## src/rtl/sat_engine_pkg.sv

```systemverilog
// Shared types and constants for the SAT engine backtrack search:
// the find_bkt_ctrl FSM state type and the findflag encoding used on the
// chain between level-state cells.
package sat_engine_pkg;

  typedef enum logic [1:0] {
    ST_IDLE   = 2'd0,
    ST_DRIVE  = 2'd1,
    ST_SETTLE = 2'd2,
    ST_RESULT = 2'd3
  } find_bkt_state_t;

  // findflag encoding carried left-to-right along the cell chain
  localparam logic [1:0] FF_NONE   = 2'd0;
  localparam logic [1:0] FF_HERE   = 2'd1;
  localparam logic [1:0] FF_PASSED = 2'd2;

endpackage

```

## src/rtl/or_reduce_vec.sv

```systemverilog
// Bitwise OR of NUM packed WIDTH-bit words; word 0 sits in the LSBs.
module or_reduce_vec #(
  parameter int NUM   = 8,
  parameter int WIDTH = 16
) (
  input  logic [NUM*WIDTH-1:0] vec_i,
  output logic [WIDTH-1:0]     or_o
);

  // fold every word into one accumulator
  always_comb begin
    or_o = '0;
    for (int i = 0; i < NUM; i++) begin
      or_o = or_o | vec_i[i*WIDTH +: WIDTH];
    end
  end

endmodule

```

## src/rtl/find_bkt_ctrl.sv

```systemverilog
// Backtrack-search initiator. Broadcasts the max level to the level-state
// cells, waits for their registered bkt outputs, OR-collapses them (only the
// cell holding findflag==HERE drives a nonzero word) and reports the target
// or UNSAT, pulsing apply_bkt when a target exists.
module find_bkt_ctrl
  import sat_engine_pkg::*;
#(
  parameter int NUM_LVLS     = 8,
  parameter int WIDTH_LVL    = 16,
  parameter int WIDTH_BIN_ID = 10
) (
  input  logic                             clk,
  input  logic                             rst,
  input  logic                             start_i,
  input  logic [WIDTH_LVL-1:0]             max_lvl_i,
  output logic                             ready_o,
  output logic [WIDTH_LVL-1:0]             max_lvl_o,
  output logic [1:0]                       findflag_first_o,
  input  logic [1:0]                       findflag_last_i,
  input  logic [NUM_LVLS*WIDTH_BIN_ID-1:0] bkt_bin_all_i,
  input  logic [NUM_LVLS*WIDTH_LVL-1:0]    bkt_lvl_all_i,
  output logic                             apply_bkt_o,
  output logic                             done_o,
  output logic                             found_o,
  output logic                             unsat_o,
  output logic [WIDTH_BIN_ID-1:0]          bkt_bin_o,
  output logic [WIDTH_LVL-1:0]             bkt_lvl_o
);

  find_bkt_state_t         state_q, state_d;
  logic [WIDTH_LVL-1:0]    max_lvl_q, max_lvl_d;
  logic                    ready_q, ready_d;
  logic                    apply_q, apply_d;
  logic                    done_q, done_d;
  logic                    found_q, found_d;
  logic                    unsat_q, unsat_d;
  logic [WIDTH_BIN_ID-1:0] bkt_bin_q, bkt_bin_d;
  logic [WIDTH_LVL-1:0]    bkt_lvl_q, bkt_lvl_d;

  logic [WIDTH_BIN_ID-1:0] bin_or;
  logic [WIDTH_LVL-1:0]    lvl_or;
  logic                    hit;

  or_reduce_vec #(.NUM(NUM_LVLS), .WIDTH(WIDTH_BIN_ID)) u_or_bin (
    .vec_i (bkt_bin_all_i),
    .or_o  (bin_or)
  );

  or_reduce_vec #(.NUM(NUM_LVLS), .WIDTH(WIDTH_LVL)) u_or_lvl (
    .vec_i (bkt_lvl_all_i),
    .or_o  (lvl_or)
  );

  assign hit = (findflag_last_i != FF_NONE);

  // next-state and registered-output computation for the search sequence
  always_comb begin
    state_d   = state_q;
    max_lvl_d = max_lvl_q;
    ready_d   = ready_q;
    apply_d   = 1'b0;
    done_d    = 1'b0;
    found_d   = found_q;
    unsat_d   = unsat_q;
    bkt_bin_d = bkt_bin_q;
    bkt_lvl_d = bkt_lvl_q;
    unique case (state_q)
      ST_IDLE: begin
        if (start_i) begin
          max_lvl_d = max_lvl_i;
          found_d   = 1'b0;
          unsat_d   = 1'b0;
          bkt_bin_d = '0;
          bkt_lvl_d = '0;
          ready_d   = 1'b0;
          state_d   = ST_DRIVE;
        end
      end
      // cells register their bkt words at the end of this cycle
      ST_DRIVE: state_d = ST_SETTLE;
      ST_SETTLE: begin
        bkt_bin_d = bin_or;
        bkt_lvl_d = lvl_or;
        found_d   = hit;
        unsat_d   = ~hit;
        done_d    = 1'b1;
        apply_d   = hit;
        state_d   = ST_RESULT;
      end
      // max_lvl stays put here so cell findflags still match during apply
      ST_RESULT: begin
        ready_d = 1'b1;
        state_d = ST_IDLE;
      end
      default: state_d = ST_IDLE;
    endcase
  end

  // state and output registers, synchronous active-low reset
  always_ff @(posedge clk) begin
    if (!rst) begin
      state_q   <= ST_IDLE;
      max_lvl_q <= '0;
      ready_q   <= 1'b1;
      apply_q   <= 1'b0;
      done_q    <= 1'b0;
      found_q   <= 1'b0;
      unsat_q   <= 1'b0;
      bkt_bin_q <= '0;
      bkt_lvl_q <= '0;
    end else begin
      state_q   <= state_d;
      max_lvl_q <= max_lvl_d;
      ready_q   <= ready_d;
      apply_q   <= apply_d;
      done_q    <= done_d;
      found_q   <= found_d;
      unsat_q   <= unsat_d;
      bkt_bin_q <= bkt_bin_d;
      bkt_lvl_q <= bkt_lvl_d;
    end
  end

  assign ready_o          = ready_q;
  assign max_lvl_o        = max_lvl_q;
  assign findflag_first_o = FF_NONE;
  assign apply_bkt_o      = apply_q;
  assign done_o           = done_q;
  assign found_o          = found_q;
  assign unsat_o          = unsat_q;
  assign bkt_bin_o        = bkt_bin_q;
  assign bkt_lvl_o        = bkt_lvl_q;

endmodule

```

## config.mk

```make
export PLATFORM = sky130hd
export DESIGN_NAME = find_bkt_ctrl
export DESIGN_NICKNAME = d
export VERILOG_FILES = /design/src/rtl/sat_engine_pkg.sv /design/src/rtl/or_reduce_vec.sv /design/src/rtl/find_bkt_ctrl.sv
export SDC_FILE = /design/constraint.sdc
export NUM_CORES = 1
export LEC_CHECK = 0
export CORE_AREA = 3 3 107 109
export CTS_CLUSTER_SIZE = 16
export DETAILED_ROUTE_END_ITERATION = 7
export DIE_AREA = 0 0 110 112
export PLACE_DENSITY = 0.76
export REMOVE_ABC_BUFFERS = 1
export SLEW_MARGIN = 15
export SYNTH_ARGS = -nofsm -noshare
export SYNTH_HDL_FRONTEND = slang
export SYNTH_SLANG_ARGS = --single-unit
```

## constraint.sdc

```tcl
create_clock -name clk -period 3 [get_ports clk]
set_clock_uncertainty 0.15 [all_clocks]
set_input_delay 0.6 -clock clk [delete_from_list [all_inputs] [get_ports clk]]
set_output_delay 0.6 -clock clk [all_outputs]
set_load 0.01 [all_outputs]
```

Yosys cells after proc, flatten, opt, wreduce, memory -nomap -nowiden
Index checks and enable logic that the tools add are counted.
{"block": "op_classes", "bitwise": 15, "n_mux": 11, "reduce_logical": 8, "n_eq_ne": 4}
{"cell": "16-bit bitwise OR", "n": 7}
{"cell": "10-bit bitwise OR", "n": 7}
{"cell": "16-bit one-hot mux with 2 select lines", "n": 1}
{"cell": "10-bit one-hot mux with 2 select lines", "n": 1}
{"cell": "16-bit two-way mux", "n": 1}
{"cell": "10-bit two-way mux", "n": 1}
{"cell": "2-bit one-hot mux with 4 select lines", "n": 1}
{"cell": "2-bit AND reduction", "n": 4}
{"cell": "1-bit one-hot mux with 2 select lines", "n": 3}
{"cell": "2-bit nonzero test", "n": 3}
{"cell": "2-bit == test (second input constant)", "n": 2}
{"cell": "2-bit by 1-bit == test with 1-bit output (second input constant)", "n": 1}
{"cell": "2-bit zero test", "n": 1}
{"cell": "1-bit two-way mux", "n": 2}
{"cell": "2-bit two-way mux", "n": 1}
{"cell": "2-bit inequality test (second input constant)", "n": 1}
{"cell": "1-bit inverter", "n": 1}
{"block": "word_totals", "regBits": 49, "word_cells": 47, "output_inout_bits": 49}

Depth between registers and ports, before layout
{"block": "depth", "depth_word": 8, "depth_mapped": 7, "depth_no_buf": 5}

By module
A second synthesis with hierarchy kept.
{"block": "unflattened", "cells_unflattened": 306, "hier_area_um2": 2472.4}
{"module": "find_bkt_ctrl", "n_inst": 1, "seq_area_each_um2": 980.9, "area_each_um2": 2049.5, "cells_each": 228}
{"module": "or_reduce_vec (u_or_lvl)", "n_inst": 1, "seq_area_each_um2": 0.0, "area_each_um2": 260.2, "cells_each": 48}
{"module": "or_reduce_vec (u_or_bin)", "n_inst": 1, "seq_area_each_um2": 0.0, "area_each_um2": 162.7, "cells_each": 30}

Worst setup path before layout
OpenSTA, ideal clock, no wires.
{"block": "synth_path", "kind": "in2reg", "from": "in start_i", "to": "reg bkt_bin_q[0] (netlist: bkt_bin_o[0])", "stages": 5, "slack_ns": 1.278, "t_arrival_ns": 1.455, "n_path_buf": 2, "t_required_ns": 2.733, "cell_sequence": "nand2b_1 > and2_1 > buf_2 > buf_2 > a22o_1"}
{"block": "synth_via", "elab_chain_len": 2}
{"item": "start: declaration", "line": "find_bkt_ctrl.sv:14", "source": "input logic start_i,"}
{"item": "2-bit inequality test (no line)"}
{"item": "2-bit AND reduction (no line)"}
{"item": "end signal: assignment", "line": "find_bkt_ctrl.sv:119", "source": "bkt_bin_q <= bkt_bin_d;"}
{"item": "end: declaration", "line": "find_bkt_ctrl.sv:37", "source": "logic [WIDTH_BIN_ID-1:0] bkt_bin_q, bkt_bin_d;"}
No other way between the ends.
A chain may end at the register's enable or synchronous reset.

Worst setup path in the final report
{"block": "layout_path", "from": "in start_i", "to": "reg bkt_lvl_q[7] (netlist: bkt_lvl_o[7])"}
{"block": "layout_via", "elab_chain_len": 2}
{"item": "2-bit inequality test (no line)"}
{"item": "2-bit AND reduction (no line)"}
{"item": "end signal: assignment", "line": "find_bkt_ctrl.sv:120", "source": "bkt_lvl_q <= bkt_lvl_d;"}
{"item": "end: declaration", "line": "find_bkt_ctrl.sv:38", "source": "logic [WIDTH_LVL-1:0] bkt_lvl_q, bkt_lvl_d;"}
No other way between the ends.

==> metrics.md <==
| Metric | Value |
|---|---|
| Number of maximum-capacitance violations | 0 |
| Antenna violations before repair | 0 |
| Post-route fraction of the period consumed by the critical path | 0.7870 |
| Worst EP required | 3.09 ns |
| Mean number of vias per cell | approximately 4.4 |
| Fmax achieved | 423.5 MHz |
| Final hold viol count | 0 |
| Setup bufs post-CTS | 0 |
| Worst-Margin Slew | ~1.0 ns |
| Clock slew seen by the registers of the worst setup and hold paths | 0.09 ns |
| Post-Route Setup TNS | 0 ns |
| Initial Utilization | 0.1991 |
| Number of standard-cell rows in the floorplan | 38 |
| Fillcell total | 1,013 |
| CTS Root Cell | clkbuf_8 |
| Port Buffers | approximately 280 |
| Final-layout worst hold slack | 0.3121 ns |
| Count of cells resized by post-cts repair | 0 |
| Core ar. | 10,700 um^2 |
| Critical path type | in2reg |
| Cells after Synth | 240 |
| Post-detailed-placement half-perimeter wirelength | 8922 um |
| Setup violation total in the final timing report | 0 |
| Worst relative slew slack | 0.3253 |
| Yosys Warn Count | 0 |
| Hold Buf Count CTS | 0 |
| Post-detailed-routing wire length | 10,330 um |
| Number of detailed-routing iterations run before antenna repair | 3 |
| Later-pin clock latency in the skew report | 0.29 ns |
| Worst min-delay path class | reg2reg |
| Number of nets in the final layout | 744 |
| Mean instance size in the synthesized netlist | between 8 and 9 um^2 |
| Die outline height | roughly 110 um |
| Routability congestion estimate from global placement | 0.8661 |
| Sequential element share of the synthesized area | 0.4606 |
| Clock period minus worst slack | 2.361 ns |
| Vias | 2,865 |
| Worst Setup Slack post-DPL | 0.2526 ns |
| GR Overflow Total | 0 |
| Total power of the final layout | 2.455 mW |
| Total CTS buffers | 5 |
| Unrepaired setup endpoints after global routing | false |
| Die footprint | 12,320 um^2 |
| Power per standard cell area | 480.1 nW/um^2 |
| Maximum number of pins on one net before global-route repair | 27 |
| I/O pins | between 200 and 300 |
| Max clock buf depth | 2 |
| Final routed wire length divided by cell count | around 16 um |
| GRT Total Usage | 0.1589 |
| Worst Slack Setup Final | ~0.64 ns |
| Remaining DRCs | 0 |
| Total number of H-tree levels | 2 |
| Horizontal die dimension | around 110 um |
| Final ANT Viol Nets | 0 |
| Clock tree from TritonCTS | built |
| Leakage component of the power | 1.804 nW |
| Number of global-route vias before repair | 3,096 |
| Antenna cells | 0 |
| CTS sink cnt | 49 |
| Global-route wire length before repair | 15,220 um |
| Area of the mapped netlist | 2130 um^2 |
| Outcome | finished clean |
| Worst Setup End Kind | flip-flop |
| Fraction of final layout cells with drive strength greater than 1 | 0.01949 |
| Critical path peak fanout | 26 |
| DRC marker count from the first detailed-route iteration | 83 |
| Utilization of the core after routing | 0.4780 |
| Area growth, synth to finish | 140.1% |
| Count of final max-slew check failures | 0 |
| Register bit count reported by yosys | 49 |
| Maximum resistive drop on vdd | 0.2729 mV |
| Top library cells by usage in the layout, fill and taps aside | 275 x clkdlybuf4s50_1, 60 x nand2_1, 52 x nor4_1 |
| Element type at the critical path start | input port |
| Most common library cell in the layout ignoring fill and taps | clkdlybuf4s50_1 |
| Number of library cell types mapped by synthesis | 23 |
| Arrival time worst endpoint | roughly 2.5 ns |
-- registers in the layout, summed over array words and instances (netlist names) --
| name | count |
|---|---|
| done_o | 1 |
| apply_bkt_o | 1 |
| state_q | 2 |
| ready_o | 1 |
| max_lvl_o | 16 |
| found_o | 1 |
| bkt_bin_o | 10 |
| bkt_lvl_o | 16 |
| unsat_o | 1 |
-- path summary, 6_finish.rpt --
kind                 start             to  slack (ns)  depth (start not counted)
min          max_lvl_o[11]  max_lvl_o[11]        0.31                          2
max reg2reg     state_q[0]   bkt_lvl_o[7]        0.78                          5
min reg2reg  max_lvl_o[11]  max_lvl_o[11]        0.31                          2
max                start_i   bkt_lvl_o[7]        0.64                          4
-- through the flow --
step	area (um^2)	instances
after detailed placement	4997	645
after floorplan	2054	228
after global routing	5114	653
final	5114	653
after CTS	5114	653
after global placement	4997	645
-- per-layer routing --
layer	vias to the layer above	wire, um	GRT usage
met5	-	0	0
met4	0	219	0.05071
met3	16	1164	0.05623
met2	149	5352	0.2949
met1	1267	3592	0.1620
li1	1433	-	-
-- worst max-delay path, cell delays in order --
cell,delay (ns)
clkdlybuf4s50_1,0.51
nand2b_1,0.23
and2_1,0.83
a22o_1,0.26
-- logic make-up after synthesis --
| logic type | synth area share |
|---|---|
| AO/OA/AOI/OAI | 0.1810 |
| other | 0.001761 |
| flip-flops | 0.4606 |
| AND/OR/NAND/NOR | 0.2891 |
| buffers and inverters | 0.04054 |
| multiplexers | 0.009401 |
| adder cells (fa/ha/maj) | 0.01763 |
-- area by class of cell --
type / instances / area (um^2) / share of cell area
inverters: 2 / 7.507 / 0.001468
clock buffers: 7 / 86.33 / 0.01688
repair buffers: 277 / 2768 / 0.5412
flip-flops and latches: 49 / 980.9 / 0.1918
well taps: 140 / 175.2 / 0.03425
clock inverters: 1 / 30.03 / 0.005872
multi-input cells: 177 / 1066 / 0.2085
-- Yosys cell counts --
cell type | n | area share
nand2_1 | 60 | 0.11
nor4_1 | 52 | 0.15
dfxtp_1 | 49 | 0.46
a22o_1 | 26 | 0.11
a21boi_0 | 12 | 0.042
buf_2 | 6 | 0.014
a21boi_1 | 5 | 0.018
and2_1 | 4 | 0.012
clkbuf_1 | 3 | 0.0053
ha_1 | 3 | 0.018
nor2b_1 | 3 | 0.0088
buf_4 | 2 | 0.0070
buf_6 | 2 | 0.011
inv_1 | 2 | 0.0035
mux2i_1 | 2 | 0.0094
nor2_1 | 2 | 0.0035
a21oi_1 | 1 | 0.0023
a32oi_1 | 1 | 0.0041
conb_1 | 1 | 0.0018
nand2b_1 | 1 | 0.0029
nand3b_1 | 1 | 0.0035
o21ai_0 | 1 | 0.0023
o221a_2 | 1 | 0.0053
-- power breakdown --
| group | total, mW | leakage (nW) | switching [mW] | internal (mW) |
|---|---|---|---|---|
| logic | 1.08 | 1.35 | 0.418 | 0.657 |
| clock network | 0.478 | 0.0585 | 0.206 | 0.272 |
| registers | 0.902 | 0.400 | 0.0874 | 0.815 |
Note: power is estimated with default switching activity, not from simulation.
